### src/rtl/qround_pkg.sv
// Shared types for the fixed-point rounding pipeline: rounding modes and
// the parameter legality check used at elaboration.
package qround_pkg;

  localparam int MODE_W = 2;

  typedef enum logic [MODE_W-1:0] {
    TRUNC     = 2'b00,
    HALF_UP   = 2'b01,
    HALF_EVEN = 2'b10,
    HALF_AWAY = 2'b11
  } mode_t;

  function automatic bit params_ok(input int in_w, input int in_f,
                                   input int out_w, input int out_f,
                                   input int cnt_w);
    return (out_f >= 0) && (out_f < in_f) && (out_w >= 1) && (cnt_w >= 1) &&
           (out_w - out_f <= in_w - in_f);
  endfunction

endpackage

### src/rtl/qround_core.sv
// Combinational rounding (feeding S1) and clipping of the S1 value (feeding S2)
// for the fixed-point narrowing pipeline.
module qround_core
  import qround_pkg::*;
#(
  parameter int IN_W   = 8,
  parameter int IN_F   = 4,
  parameter int OUT_W  = 4,
  parameter int OUT_F  = 0,
  parameter int SIGNED = 0,
  parameter int CNT_W  = 16
) (
  input  logic [IN_W-1:0]   data,
  input  logic [MODE_W-1:0] mode,
  output logic [OUT_W-1:0]  rnd,
  output logic              ovf,
  output logic              unf,
  input  logic [OUT_W-1:0]  s1_rnd,
  input  logic              s1_ovf,
  input  logic              s1_unf,
  output logic [OUT_W-1:0]  res,
  output logic              sat
);

  localparam int SHIFT = IN_F - OUT_F;
  localparam int RW    = IN_W - SHIFT + 1;

  if (!params_ok(IN_W, IN_F, OUT_W, OUT_F, CNT_W)) begin : g_bad_params
    $fatal(1, "qround_core: illegal parameter set");
  end

  localparam logic [SHIFT-1:0] HALF = SHIFT'(1) << (SHIFT - 1);
  localparam logic [OUT_W-1:0] MAXV = {OUT_W{1'b1}} >> ((SIGNED != 0) ? 1 : 0);
  localparam logic [OUT_W-1:0] MINV = (SIGNED != 0) ? ~MAXV : '0;

  logic [RW-1:0]    flx;
  logic [RW-1:0]    sum;
  logic [SHIFT-1:0] rem;
  logic             neg;
  logic             gt;
  logic             eq;
  logic             inc;

  // One guard bit above the floored value keeps the rounding carry.
  assign neg = (SIGNED != 0) && data[IN_W-1];
  assign flx = {neg, data[IN_W-1:SHIFT]};
  assign rem = data[SHIFT-1:0];

  always_comb begin
    gt  = rem > HALF;
    eq  = rem == HALF;
    inc = 1'b0;
    case (mode_t'(mode))
      TRUNC:     inc = 1'b0;
      HALF_UP:   inc = gt | eq;
      HALF_EVEN: inc = gt | (eq & flx[0]);
      HALF_AWAY: inc = neg ? gt : (gt | eq);
      default:   inc = 1'b0;
    endcase
    sum = flx + RW'(inc);
    if (SIGNED != 0) begin
      ovf = ~sum[RW-1] & (|sum[RW-2:OUT_W-1]);
      unf = sum[RW-1] & ~(&sum[RW-2:OUT_W-1]);
    end else begin
      ovf = |sum[RW-1:OUT_W];
      unf = 1'b0;
    end
    rnd = sum[OUT_W-1:0];
  end

  always_comb begin
    sat = s1_ovf | s1_unf;
    if (s1_ovf)      res = MAXV;
    else if (s1_unf) res = MINV;
    else             res = s1_rnd;
  end

endmodule

### src/rtl/qround_pipe.sv
// Two-stage valid/ready pipeline that rounds and clips a fixed-point sample,
// and counts the clipped results delivered downstream.
module qround_pipe
  import qround_pkg::*;
#(
  parameter int IN_W   = 8,
  parameter int IN_F   = 4,
  parameter int OUT_W  = 4,
  parameter int OUT_F  = 0,
  parameter int SIGNED = 0,
  parameter int CNT_W  = 16
) (
  input  logic              clk,
  input  logic              rst,
  input  logic              in_valid,
  output logic              in_ready,
  input  logic [IN_W-1:0]   in_data,
  input  logic [1:0]        in_mode,
  output logic              out_valid,
  input  logic              out_ready,
  output logic [OUT_W-1:0]  out_data,
  output logic              out_sat,
  input  logic              cnt_clr,
  output logic [CNT_W-1:0]  sat_cnt
);

  logic             s1_valid;
  logic [OUT_W-1:0] s1_rnd;
  logic             s1_ovf;
  logic             s1_unf;
  logic             s2_valid;
  logic             s1_adv;
  logic [OUT_W-1:0] c_rnd;
  logic             c_ovf;
  logic             c_unf;
  logic [OUT_W-1:0] c_res;
  logic             c_sat;

  qround_core #(
    .IN_W  (IN_W),
    .IN_F  (IN_F),
    .OUT_W (OUT_W),
    .OUT_F (OUT_F),
    .SIGNED(SIGNED),
    .CNT_W (CNT_W)
  ) u_core (
    .data  (in_data),
    .mode  (in_mode),
    .rnd   (c_rnd),
    .ovf   (c_ovf),
    .unf   (c_unf),
    .s1_rnd(s1_rnd),
    .s1_ovf(s1_ovf),
    .s1_unf(s1_unf),
    .res   (c_res),
    .sat   (c_sat)
  );

  assign s1_adv    = !s2_valid | out_ready;
  assign in_ready  = !s1_valid | s1_adv;
  assign out_valid = s2_valid;

  always_ff @(posedge clk or posedge rst) begin
    if (rst) begin
      s1_valid <= 1'b0;
      s1_rnd   <= '0;
      s1_ovf   <= 1'b0;
      s1_unf   <= 1'b0;
    end else if (in_ready) begin
      s1_valid <= in_valid;
      if (in_valid) begin
        s1_rnd <= c_rnd;
        s1_ovf <= c_ovf;
        s1_unf <= c_unf;
      end
    end
  end

  // Result registers only load on a real sample so they hold while stalled.
  always_ff @(posedge clk or posedge rst) begin
    if (rst) begin
      s2_valid <= 1'b0;
      out_data <= '0;
      out_sat  <= 1'b0;
    end else if (s1_adv) begin
      s2_valid <= s1_valid;
      if (s1_valid) begin
        out_data <= c_res;
        out_sat  <= c_sat;
      end
    end
  end

  always_ff @(posedge clk or posedge rst) begin
    if (rst) begin
      sat_cnt <= '0;
    end else if (cnt_clr) begin
      sat_cnt <= '0;
    end else if (s2_valid && out_ready && out_sat && !(&sat_cnt)) begin
      sat_cnt <= sat_cnt + CNT_W'(1);
    end
  end

endmodule

### config.mk
export PLATFORM = sky130hd
export DESIGN_NAME = qround_pipe
export DESIGN_NICKNAME = d
export VERILOG_FILES = /design/src/rtl/qround_pkg.sv /design/src/rtl/qround_core.sv /design/src/rtl/qround_pipe.sv
export SDC_FILE = /design/constraint.sdc
export NUM_CORES = 1
export LEC_CHECK = 0
export ABC_AREA = 1
export BUFFER_PORTS_ARGS = -buffer_cell sky130_fd_sc_hd__buf_2
export CORE_UTILIZATION = 53
export CTS_CLUSTER_DIAMETER = 60
export DETAILED_ROUTE_END_ITERATION = 8
export PLACE_DENSITY = 0.9
export REMOVE_ABC_BUFFERS = 1
export SYNTH_ARGS = -nofsm -noshare
export SYNTH_HDL_FRONTEND = slang
export SYNTH_HIERARCHICAL = 1
export SYNTH_SLANG_ARGS = --single-unit
### constraint.sdc
create_clock -name clk -period 1.9 [get_ports clk]
set_input_delay 0.19 -clock clk [delete_from_list [all_inputs] [get_ports clk]]
set_output_delay 0.19 -clock clk [all_outputs]
set_load 0.05 [all_outputs]
==> results.txt, run 1 <==
----------------------------------------------------
[Outcome]
  Result of the run ... finished with violations
  Violated checks ... DRC

[Floorplan]
  Starting density of the core ... 0.582
  Number of cell rows ... 19
  Total I/O pin count ... 38
  Area inside the core boundary ... 2850 um2
  Die outline area ... 3360 um2
  Width of the die ... 58.0 um
  Die outline height ... 58.0 um

[STA]
  Setup violations, final ... 0
  Portion of the clock cycle consumed by the worst path in the final layout ... 0.949
  Total negative slack ... 0 ps
  Post-layout min period ... 1800 ps
  Setup skew after layout ... 15.8 ps
  Slew margin rel. ... 0.659
  Maximum clock rate ... 554 MHz
  Final Hold Slack ... around 120 ps
  Slew @ Worst Pin ... between 500 and 600 ps
  Smallest setup slack after layout ... 96.5 ps
  Pins over their slew limit ... 0
  Final Hold Viols ... 0

[Power and ir drop]
  Comb pwr share ... 0.253
  Switching share of power ... 0.348
  Power share of the clock group ... 0.319
  Sequential power share ... 0.428
  Highest ir drop seen on vdd ... 0.552 mV
  Leakage power summed over all cells ... 1.07 nW
  Int Power ... 1.11 mW
  Final Power ... about 1.7 mW
  PwrDens ... 862 nW/um2
  Switching component of the power ... 596 uW

[Worst setup path]
  Largest fanout on the critical path ... 16
  Type of the worst setup path ... reg2reg
  Endpoint arrival time on the critical path ... about 2100 ps
  Worst flop-to-flop path endpoint ... sat_cnt[0]
  Startpoint of the lowest-slack register-to-register path ... sat_cnt[0]
  Data required time of the critical path ... 2170 ps
  Element type at the critical path start ... flip-flop
  Setup crit start ... sat_cnt[0]
  R2R cell count ... 9
  Worst Setup End Kind ... flip-flop
  Worst reg2reg setup slack ... 100 ps

[Logic synthesis]
  Number of flops mapped to enable cells by yosys ... 0
  Async set-or-reset flop fraction in the synthesized netlist ... 1.00
  Share of the yosys chip area belonging to registers ... 0.437
  Cell taking the most area after synthesis ... sky130_fd_sc_hd__dfrtp_1
  Number of synthesized register bits ... 29
  Cell with the most instances after synthesis ... sky130_fd_sc_hd__nand2_1
  Leading cell types by count after synthesis ... sky130_fd_sc_hd__nand2_1 (73), sky130_fd_sc_hd__dfrtp_1 (29), sky130_fd_sc_hd__nor2_1 (19)
  Dominant cells by area after synthesis ... sky130_fd_sc_hd__dfrtp_1 (44%), sky130_fd_sc_hd__nand2_1 (16%), sky130_fd_sc_hd__mux2_1 (7.5%)
  Top-area cell type share of the netlist area ... 0.437
  Yosys synthesis warning count ... 6
  Average instance area after synthesis ... 7.87 um2
  Cell area after technology mapping ... ~1700 um2
  Yosys cell types ... 23
  Number of standard cells after synthesis ... approximately 210
  Dominant register cell in the synthesized netlist ... sky130_fd_sc_hd__dfrtp_1

[CTS]
  Buffer depth of the longest clock path ... 2
  H-tree depth ... 2
  Clock Root Buffer ... sky130_fd_sc_hd__clkbuf_4
  Number of post-CTS setup repair buffers ... 0
  Clock-pin slew on the worst setup and hold paths ... 110 ps
  Clock tree from TritonCTS ... built
  TritonCTS Buffers ... 5
  Clk_lat worst skew ... ~340 ps
  Clock sink count ... 29

[Drt]
  Final routed DRC violation total ... 3
  DR vias/cell ... 5.41
  Average wire per standard cell ... around 13 um
  Iteration-0 DRC count of the detailed router ... 86
  Via total after detailed routing ... 1554
  Total length of routed wires ... 3600 um
  Number of nets with antenna violations after detailed routing ... 0
  Initial DRT Pass Iterations ... 6

[Global routing]
  Initial antenna violation count ... 0
  Number of global-route vias before repair ... 1427
  Combined global-route utilization of all metal layers ... 0.236
  Global-route wire length before repair ... 5950 um
  GRT Residual Overflow ... 0
  Maximum number of pins on one net before global-route repair ... 30

[Place]
  Placer congestion estimate ... 0.818
  DP Wirelength ... 2540 um
  Pre-CTS setup slack ... about 26 ps
  Input/output buffers ... 37

[Cells and area]
  End-of-flow core utilization ... 0.695
  Area of the multi-input gates ... 837 um2
  Register area ... 726 um2
  Number of fillers in the final layout ... around 230
  Fraction of layout instances using a drive strength above 1 ... 0.242
  Layout net count ... ~270
  Growth of design area from synthesis to finish ... 19.4%
  Number of antenna repair diodes ... 0

[Hold path]
  Worst hold path type ... in2reg
  Hold Path Cell Cnt ... 4
  Worst hold path startpoint ... out_ready
  Endpoint of the worst hold path ... out_valid

[Run]
  Number of violations of the max-capacitance limit ... 0

----------------------------------------------------
-- layout make-up --
cell class,count,area share
clock buffers,6,0.0259
repair buffers,40,0.106
clock inverters,2,0.0189
well taps,31,0.0196
inverters,22,0.0416
flip-flops and latches,29,0.366
multi-input cells,157,0.422
-- layer usage --
layer | vias up | global-route usage | routed length, um
met3 | 13 | 0.0647 | 231
met5 | - | 0 | 0
li1 | 767 | - | -
met1 | 717 | 0.288 | 1620
met2 | 57 | 0.389 | 1650
met4 | 0 | 0.112 | 98
-- timing repair --
item / CTS / global route
endpoints found under the hold margin: 29 / 0
hold buffers: 1 / 0
gates resized for setup: 0 / 1
setup endpoints to repair: 0 / 14
-- layout by cell type, fill, tap and decap left out, types with 2 or more instances in the layout --
| cell type | synthesis | final |
|---|---|---|
| sky130_fd_sc_hd__a21oi_1 | 2 | 2 |
| sky130_fd_sc_hd__mux2_1 | 11 | 11 |
| sky130_fd_sc_hd__nor2_4 | 3 | 4 |
| sky130_fd_sc_hd__ha_1 | 3 | 3 |
| sky130_fd_sc_hd__nand2_2 | 3 | 3 |
| sky130_fd_sc_hd__nand4_1 | 14 | 14 |
| sky130_fd_sc_hd__clkbuf_4 | 0 | 5 |
| sky130_fd_sc_hd__nand2_1 | 73 | 73 |
| sky130_fd_sc_hd__buf_4 | 1 | 2 |
| sky130_fd_sc_hd__dfrtp_1 | 29 | 29 |
| sky130_fd_sc_hd__inv_2 | 4 | 4 |
| sky130_fd_sc_hd__xor2_1 | 5 | 5 |
| sky130_fd_sc_hd__buf_2 | 1 | 37 |
| sky130_fd_sc_hd__nor2_1 | 19 | 19 |
| sky130_fd_sc_hd__nor2_2 | 2 | 2 |
| sky130_fd_sc_hd__nand3_1 | 16 | 16 |
| sky130_fd_sc_hd__inv_1 | 18 | 18 |
-- per-stage QoR --
step                area (um2)  std cells
floorplan                 1630        207
global placement          1870        277
detailed placement        1870        277
CTS                       1970        286
global route              1980        287
finish                    1980        287
-- power by group through the flow --
stage                     sequential, mW  clock [mW]  combinational, mW
after detailed placement           0.745           0              0.424
after global routing               0.742       0.572              0.463
after global placement             0.737           0              0.412
final                              0.732       0.545              0.433
after floorplan                    0.904           0              0.147
after CTS                          0.733       0.544              0.428
-- worst max-delay path, cell delays in order, from the launching register on --
cell                      delay (ps)
sky130_fd_sc_hd__dfrtp_1         420
sky130_fd_sc_hd__ha_1            220
sky130_fd_sc_hd__nand2_2          90
sky130_fd_sc_hd__nor2_4          190
sky130_fd_sc_hd__nand2_2          90
sky130_fd_sc_hd__nor2_2          160
sky130_fd_sc_hd__nor2_4          110
sky130_fd_sc_hd__nor2_2          300
sky130_fd_sc_hd__nand2_1          80
sky130_fd_sc_hd__nand2_1          80
-- flip-flops by register name, indices dropped and copies added (netlist names) --
register   cells
out_valid      1
out_sat        1
out_data       4
s1_ovf         1
sat_cnt       16
s1_valid       1
s1_unf         1
s1_rnd         4
-- how the worst max path moves through the flow --
stage,to,slack (ps)
after detailed placement,sat_cnt[3],30
after global placement,sat_cnt[11],130
after CTS,sat_cnt[14],20
after floorplan,s1_ovf,-170
final,sat_cnt[0],100
after global routing,sat_cnt[0],-20
-- kinds of logic after synthesis --
kind of cell	count (synthesis)	share of synthesized area
compound gates	2	0.00602
mux	11	0.0745
xor+xnor	5	0.0264
simple gates	134	0.365
buf+inv	26	0.0663
fa+ha+maj	3	0.0226
other cells	1	0.00226
flops	29	0.437
(Power assumes the default switching activity.)
==> run 2, diff against run 1 <==
--- a/config.mk
+++ b/config.mk
@@ -7,10 +7,11 @@
 export LEC_CHECK = 0
 export ABC_AREA = 1
 export BUFFER_PORTS_ARGS = -buffer_cell sky130_fd_sc_hd__buf_2
-export CORE_UTILIZATION = 53
+export CAP_MARGIN = 20
+export CORE_UTILIZATION = 48
 export CTS_CLUSTER_DIAMETER = 60
 export DETAILED_ROUTE_END_ITERATION = 8
-export PLACE_DENSITY = 0.9
+export PLACE_DENSITY = 0.86
 export REMOVE_ABC_BUFFERS = 1
 export SYNTH_ARGS = -nofsm -noshare
 export SYNTH_HDL_FRONTEND = slang
==> constraint.sdc (replaced) <==
create_clock -name clk -period 1.5 [get_ports clk]
set_input_delay 0.15 -clock clk [delete_from_list [all_inputs] [get_ports clk]]
set_output_delay 0.15 -clock clk [all_outputs]
set_load 0.05 [all_outputs]
==> results.txt, run 2 (synthesized netlist as in run 1, its figures left out) <==
----------------------------------------------------
[Power and ir drop]
  Highest ir drop seen on vdd ... 0.637 mV
  PwrDens ... 1020 nW/um2
  Leakage power summed over all cells ... 1.16 nW

[Cells and area]
  Max FFs per register ... 16
  Top reg by flops ... sat_cnt
  Leading cell types in the layout, fill and taps excluded ... sky130_fd_sc_hd__nand2_1 (73), sky130_fd_sc_hd__buf_2 (37), sky130_fd_sc_hd__dfrtp_1 (25), sky130_fd_sc_hd__buf_4 (19)
  Number of antenna repair diodes ... 0
  Finished layout cell area ... 2150 um2
  Fraction of layout instances using a drive strength above 1 ... 0.308
  Most common cell after layout, fill and taps aside ... sky130_fd_sc_hd__nand2_1
  Growth of design area from synthesis to finish ... 29.5%
  Count of non-filler cells in the finished layout ... 317
  Biggest registers after layout ... sat_cnt: 16 flops, out_data: 4 flops, s1_rnd: 4 flops
  Layout net count ... 290

[Drt]
  Number of nets with antenna violations after detailed routing ... 0
  DR vias/cell ... 5.17
  Initial DRT Pass Iterations ... 4
  Total length of routed wires ... 4090 um
  Final routed DRC violation total ... 0
  Via total after detailed routing ... 1638
  Average wire per standard cell ... 12.9 um
  Iteration-0 DRC count of the detailed router ... 93

[Global routing]
  Combined global-route utilization of all metal layers ... 0.239
  Initial antenna violation count ... 0
  Number of global-route vias before repair ... 1429
  Maximum number of pins on one net before global-route repair ... 30
  Global-route wire length before repair ... about 6400 um
  GRT Residual Overflow ... 0

[STA]
  Portion of the clock cycle consumed by the worst path in the final layout ... 0.974
  RSZ-0062 raised after global routing ... true
  Post-layout min period ... 1460 ps
  Slew margin rel. ... 0.624
  Final Hold Viols ... 0
  Final Hold Slack ... 91.2 ps
  Setup skew after layout ... 19.5 ps
  Slew @ Worst Pin ... 564 ps
  Maximum clock rate ... 684 MHz
  Pins over their slew limit ... 0
  Setup violations, final ... 0

[Run]
  Number of violations of the max-capacitance limit ... 0

[CTS]
  Clock sink count ... 29
  Clock-pin slew on the worst setup and hold paths ... 100 ps
  Clock Root Buffer ... sky130_fd_sc_hd__clkbuf_4
  TritonCTS Buffers ... 5
  Clock tree from TritonCTS ... built
  H-tree depth ... 2
  Buffer depth of the longest clock path ... 2
  Clk_lat worst skew ... ~340 ps

[Hold path]
  Endpoint of the worst hold path ... out_valid
  Hold Path Cell Cnt ... 4
  Worst hold path startpoint ... out_ready
  Worst hold path type ... in2reg

[Worst setup path]
  Data required time of the critical path ... 1760 ps
  Element type at the critical path start ... flip-flop
  Endpoint arrival time on the critical path ... roughly 1700 ps
  Worst flop-to-flop path endpoint ... sat_cnt[2]
  Startpoint of the lowest-slack register-to-register path ... sat_cnt[14]
  Largest fanout on the critical path ... 13
  Type of the worst setup path ... reg2reg
  Worst Setup End Kind ... flip-flop
  R2R cell count ... 9
  Worst reg2reg setup slack ... 40 ps

[Place]
  Total cell area at the placement stage ... 2010 um2
  Input/output buffers ... 37
  Placer congestion estimate ... 0.825
  DP Wirelength ... between 2000 and 3000 um
  Placed cell count ... 305

[Floorplan]
  Starting density of the core ... 0.523
  Total I/O pin count ... 38
  Width of the die ... 60.8 um
  Area inside the core boundary ... 3180 um2
  Number of cell rows ... 20
  Die outline height ... 60.8 um
  Die outline area ... between 3000 and 4000 um2

[Outcome]
  Result of the run ... finished clean

----------------------------------------------------
[run 2: worst max-delay path by stage]
stage / start / to / slack (ps) / cells past startpoint
finish: sat_cnt[14] / sat_cnt[2] / 40 / 9
global route: sat_cnt[9] / sat_cnt[2] / -70 / 9
detailed placement: in_data[4] / s1_rnd[2] / -8 / 9
global placement: in_data[4] / s1_rnd[2] / 60 / 9
CTS: sat_cnt[0] / sat_cnt[2] / 4 / 9
floorplan: out_valid / s1_ovf / -570 / 3
[run 2: per-layer routing]
metal | wire [um] | up-vias | GRT usage
li1 | - | 802 | -
met1 | 1630 | 757 | 0.310
met2 | 2090 | 68 | 0.381
met3 | 276 | 11 | 0.0640
met4 | 99 | 0 | 0.0942
met5 | 0 | - | 0
[run 2: layout make-up]
class | instances | area [um2]
timing repair buffer | 58 | 358
multi-input combinational | 156 | 841
clock buffer | 7 | 55.1
sequential | 29 | 731
clock inverter | 1 | 30.0
tap | 44 | 55.1
fill | 282 | 1030
inverter | 22 | 82.6
[run 2: through the flow]
| stage | total power [mW] | setup slack, ps | utilization | setup TNS (ps) |
|---|---|---|---|---|
| after floorplan | 1.33 | -567 | - | -9200 |
| after global placement | 1.50 | 61.1 | 0.634 | 0 |
| after detailed placement | 1.52 | -8.05 | 0.634 | -8.05 |
| after CTS | 2.19 | 3.78 | 0.664 | 0 |
| after global routing | 2.28 | -69.7 | 0.677 | -235 |
| final | 2.19 | 38.8 | 0.677 | 0 |
[run 2: timing repair]
action                                 in CTS  in global routing
hold buffers                                1                  0
setup buffers                               0                  3
endpoints found under the hold margin      29                  0
setup endpoints to repair                   0                 16
resized for setup                           0                  8
[run 2: power by group]
group	leakage, nW	internal, mW	switching (mW)
logic	0.742	0.175	0.414
clock network	0.0455	0.398	0.277
registers	0.375	0.871	0.0509
[run 2: critical path: stages, from the launching register on]
cell and delay [ps]:
sky130_fd_sc_hd__dfrtp_1 400, sky130_fd_sc_hd__nand2_1 100, sky130_fd_sc_hd__nor2_1 170, sky130_fd_sc_hd__nand2_1 150, sky130_fd_sc_hd__nor2_4 130, sky130_fd_sc_hd__nor2_4 50, sky130_fd_sc_hd__nor2_4 110, sky130_fd_sc_hd__buf_12 140
sky130_fd_sc_hd__nand2_1 60, sky130_fd_sc_hd__nand2_1 70
==> run 3, diff against run 2 <==
--- a/config.mk
+++ b/config.mk
@@ -8,12 +8,11 @@
 export ABC_AREA = 1
 export BUFFER_PORTS_ARGS = -buffer_cell sky130_fd_sc_hd__buf_2
 export CAP_MARGIN = 20
-export CORE_UTILIZATION = 48
+export CORE_UTILIZATION = 47
 export CTS_CLUSTER_DIAMETER = 60
 export DETAILED_ROUTE_END_ITERATION = 8
-export PLACE_DENSITY = 0.86
+export PLACE_DENSITY = 0.85
 export REMOVE_ABC_BUFFERS = 1
 export SYNTH_ARGS = -nofsm -noshare
 export SYNTH_HDL_FRONTEND = slang
-export SYNTH_HIERARCHICAL = 1
 export SYNTH_SLANG_ARGS = --single-unit
==> results.txt, run 3 <==
----------------------------------------------------
[Cells and area]
  Number of fillers in the final layout ... between 200 and 300
  Layout net count ... 288
  Finished layout cell area ... 2060 um2
  Max FFs per register ... 16
  Fraction of layout instances using a drive strength above 1 ... 0.323
  Leading cell types in the layout, fill and taps excluded ... sky130_fd_sc_hd__nand2_1 (61), sky130_fd_sc_hd__buf_2 (37), sky130_fd_sc_hd__dfrtp_1 (27), sky130_fd_sc_hd__buf_4 (23), sky130_fd_sc_hd__nand3_1 (19)
  Growth of design area from synthesis to finish ... 31.5%
  Count of non-filler cells in the finished layout ... approximately 310
  End-of-flow core utilization ... 0.664
  Top reg by flops ... sat_cnt
  Number of antenna repair diodes ... 0
  Biggest registers after layout ... sat_cnt: 16 flops, out_data: 4 flops, s1_rnd: 4 flops
  Most common cell after layout, fill and taps aside ... sky130_fd_sc_hd__nand2_1

[STA]
  Portion of the clock cycle consumed by the worst path in the final layout ... 0.985
  Setup violations, final ... 0
  Slew margin rel. ... 0.765
  Post-layout min period ... 1480 ps
  Setup skew after layout ... around 18 ps
  Maximum clock rate ... 677 MHz
  Slew @ Worst Pin ... roughly 350 ps
  Pins over their slew limit ... 0
  Total negative slack ... 0 ps
  RSZ-0062 raised after global routing ... true
  Final Hold Viols ... 0

[Worst setup path]
  Buffers and inverters on the worst path ... 1
  Slowest cell on crit path ... sky130_fd_sc_hd__dfrtp_1
  Element type at the critical path start ... flip-flop
  Most numerous cell on the critical path ... sky130_fd_sc_hd__nor2_4
  Delay of the slowest critical-path stage ... around 410 ps
  Data required time of the critical path ... 1740 ps
  Worst Setup End Kind ... flip-flop
  Largest delay contributor family on the critical path ... simple AND/OR/NAND/NOR gates
  Type of the worst setup path ... reg2reg
  Largest fanout on the critical path ... 5
  Endpoint arrival time on the critical path ... roughly 1700 ps
  Crit-path cells ... ha_2, nand2_2, nor2_4, nand2_2, nor2_4, nor2_4, nor2_4, buf_6, nand2_2, nand2_1

[CTS]
  Clock sink count ... 28
  Clk_lat worst skew ... 340 ps
  Clock Root Buffer ... sky130_fd_sc_hd__clkbuf_4
  Clock-pin slew on the worst setup and hold paths ... between 150 and 200 ps
  H-tree depth ... 1
  Buffer depth of the longest clock path ... 2
  Clock tree from TritonCTS ... built
  TritonCTS Buffers ... 3

[Global routing]
  Initial antenna violation count ... 0
  Number of global-route vias before repair ... 1548
  Combined global-route utilization of all metal layers ... 0.229
  Maximum number of pins on one net before global-route repair ... 29
  GRT Residual Overflow ... 0
  Global-route wire length before repair ... 6210 um

[Floorplan]
  Width of the die ... 59.7 um
  Die outline area ... between 3000 and 4000 um2
  Total I/O pin count ... 38
  Starting density of the core ... 0.505
  Area inside the core boundary ... 3100 um2
  Die outline height ... 59.7 um
  Number of cell rows ... 20

[Logic synthesis]
  Cell with the most instances after synthesis ... sky130_fd_sc_hd__nand2_1
  Top-area cell type share of the netlist area ... 0.447
  Yosys cell types ... 22
  Yosys synthesis warning count ... 0
  Dominant cells by area after synthesis ... sky130_fd_sc_hd__dfrtp_1 (45%), sky130_fd_sc_hd__nand2_1 (16%), sky130_fd_sc_hd__nand3_1 (6.1%)
  Number of standard cells after synthesis ... 205
  Number of flops mapped to enable cells by yosys ... 0
  Number of synthesized register bits ... 28
  Average instance area after synthesis ... 7.64 um2
  Dominant register cell in the synthesized netlist ... sky130_fd_sc_hd__dfrtp_1
  Cell taking the most area after synthesis ... sky130_fd_sc_hd__dfrtp_1
  Cell area after technology mapping ... between 1500 and 2000 um2
  Share of the yosys chip area belonging to registers ... 0.447
  Leading cell types by count after synthesis ... sky130_fd_sc_hd__nand2_1 (66), sky130_fd_sc_hd__dfrtp_1 (28), sky130_fd_sc_hd__nand3_1 (19), sky130_fd_sc_hd__nor2_1 (19), sky130_fd_sc_hd__inv_1 (18)
  Async set-or-reset flop fraction in the synthesized netlist ... 1.00

[Place]
  DP Wirelength ... 2780 um
  Placer congestion estimate ... between 0.8 and 0.9
  Total cell area at the placement stage ... 1940 um2
  Input/output buffers ... 37
  Placed cell count ... 303

[Outcome]
  Result of the run ... finished clean

[Drt]
  Initial DRT Pass Iterations ... 4
  Via total after detailed routing ... 1596
  Final routed DRC violation total ... 0
  Total length of routed wires ... 3760 um
  Iteration-0 DRC count of the detailed router ... around 50
  DR vias/cell ... 5.10
  Number of nets with antenna violations after detailed routing ... 0
  Average wire per standard cell ... 12.0 um

[Power and ir drop]
  Highest ir drop seen on vdd ... about 0.62 mV
  Leakage power summed over all cells ... 1.10 nW
  PwrDens ... just under 800 nW/um2

[Hold path]
  Worst hold path type ... in2reg

[Run]
  Number of violations of the max-capacitance limit ... 0

----------------------------------------------------
[run 3: cell types whose count changed after synthesis, moves of 3 or more]
cell	delta
sky130_fd_sc_hd__o21ai_0	+12
sky130_fd_sc_hd__mux2_1	-11
sky130_fd_sc_hd__nand2_1	-7
sky130_fd_sc_hd__inv_2	-4
sky130_fd_sc_hd__nand3_1	+3
[run 3: where the power goes]
group / internal, mW / leakage, nW / total [mW] / switching, mW
registers: 0.818 / 0.372 / 0.855 / 0.0366
clock network: 0.149 / 0.0210 / 0.373 / 0.224
logic: 0.0994 / 0.704 / 0.382 / 0.283
[run 3: final cells by class]
| class | instances | area, um2 | share of cell area |
|---|---|---|---|
| Tap cell | 44 | 55.1 | 0.0267 |
| Inverter | 18 | 67.6 | 0.0328 |
| Sequential cell | 28 | 702 | 0.341 |
| Clock buffer | 4 | 36.3 | 0.0176 |
| Multi-Input combinational cell | 155 | 797 | 0.387 |
| Timing Repair Buffer | 64 | 402 | 0.195 |
[run 3: final timing paths]
check | from | endpoint | slack, ps | depth (start not counted)
setup / recovery | sat_cnt[1] | sat_cnt[1] | 20 | 10
hold / removal | out_ready | out_valid | 70 | 4
setup reg to reg | sat_cnt[1] | sat_cnt[1] | 20 | 10
hold reg to reg | s1_rnd[1] | s1_rnd[1] | 500 | 2
max in group asynchronous | rst | out_data[0] | 820 | 4
min in group asynchronous | rst | sat_cnt[14] | 400 | 4
[run 3: cell families after synthesis]
logic type,Yosys count,synth area share
adder cells (fa/ha/maj),3,0.0240
XOR/XNOR,6,0.0335
AO/OA/AOI/OAI,16,0.0543
buffers and inverters,22,0.0583
flip-flops,28,0.447
AND/OR/NAND/NOR,130,0.383
[run 3: worst register-to-register path, delay by kind of cell, from the launching register on]
kind	cells	cell delay [ps]
fa+ha+maj	1	200
flops	1	410
buf+inv	1	130
simple gates	8	650
[run 3: per-stage QoR]
stage	power (mW)	setup WS [ps]	hold slack [ps]
global placement	1.23	40.5	225
CTS	1.62	2.90	77.6
detailed placement	1.24	-33.8	249
floorplan	1.13	-418	215
finish	1.61	22.6	73.6
global route	1.69	-97.6	84.7
[run 3: repair_timing]
action                                  4_1_cts  5_1_grt
pin swaps                                     3       10
setup buffers                                 4        1
endpoints found under the hold margin        28        0
endpoints found under the setup margin       14       16
gates resized for setup                       1       15
hold buffers                                  1        0
[run 3: layer usage]
metal	share of wire	GRT usage	vias to the layer above	wire length, um
li1	-	-	797	-
met1	0.43	0.272	735	1610
met2	0.50	0.408	55	1870
met3	0.053	0.0325	9	198
met4	0.021	0.103	0	78
met5	0	0	-	0
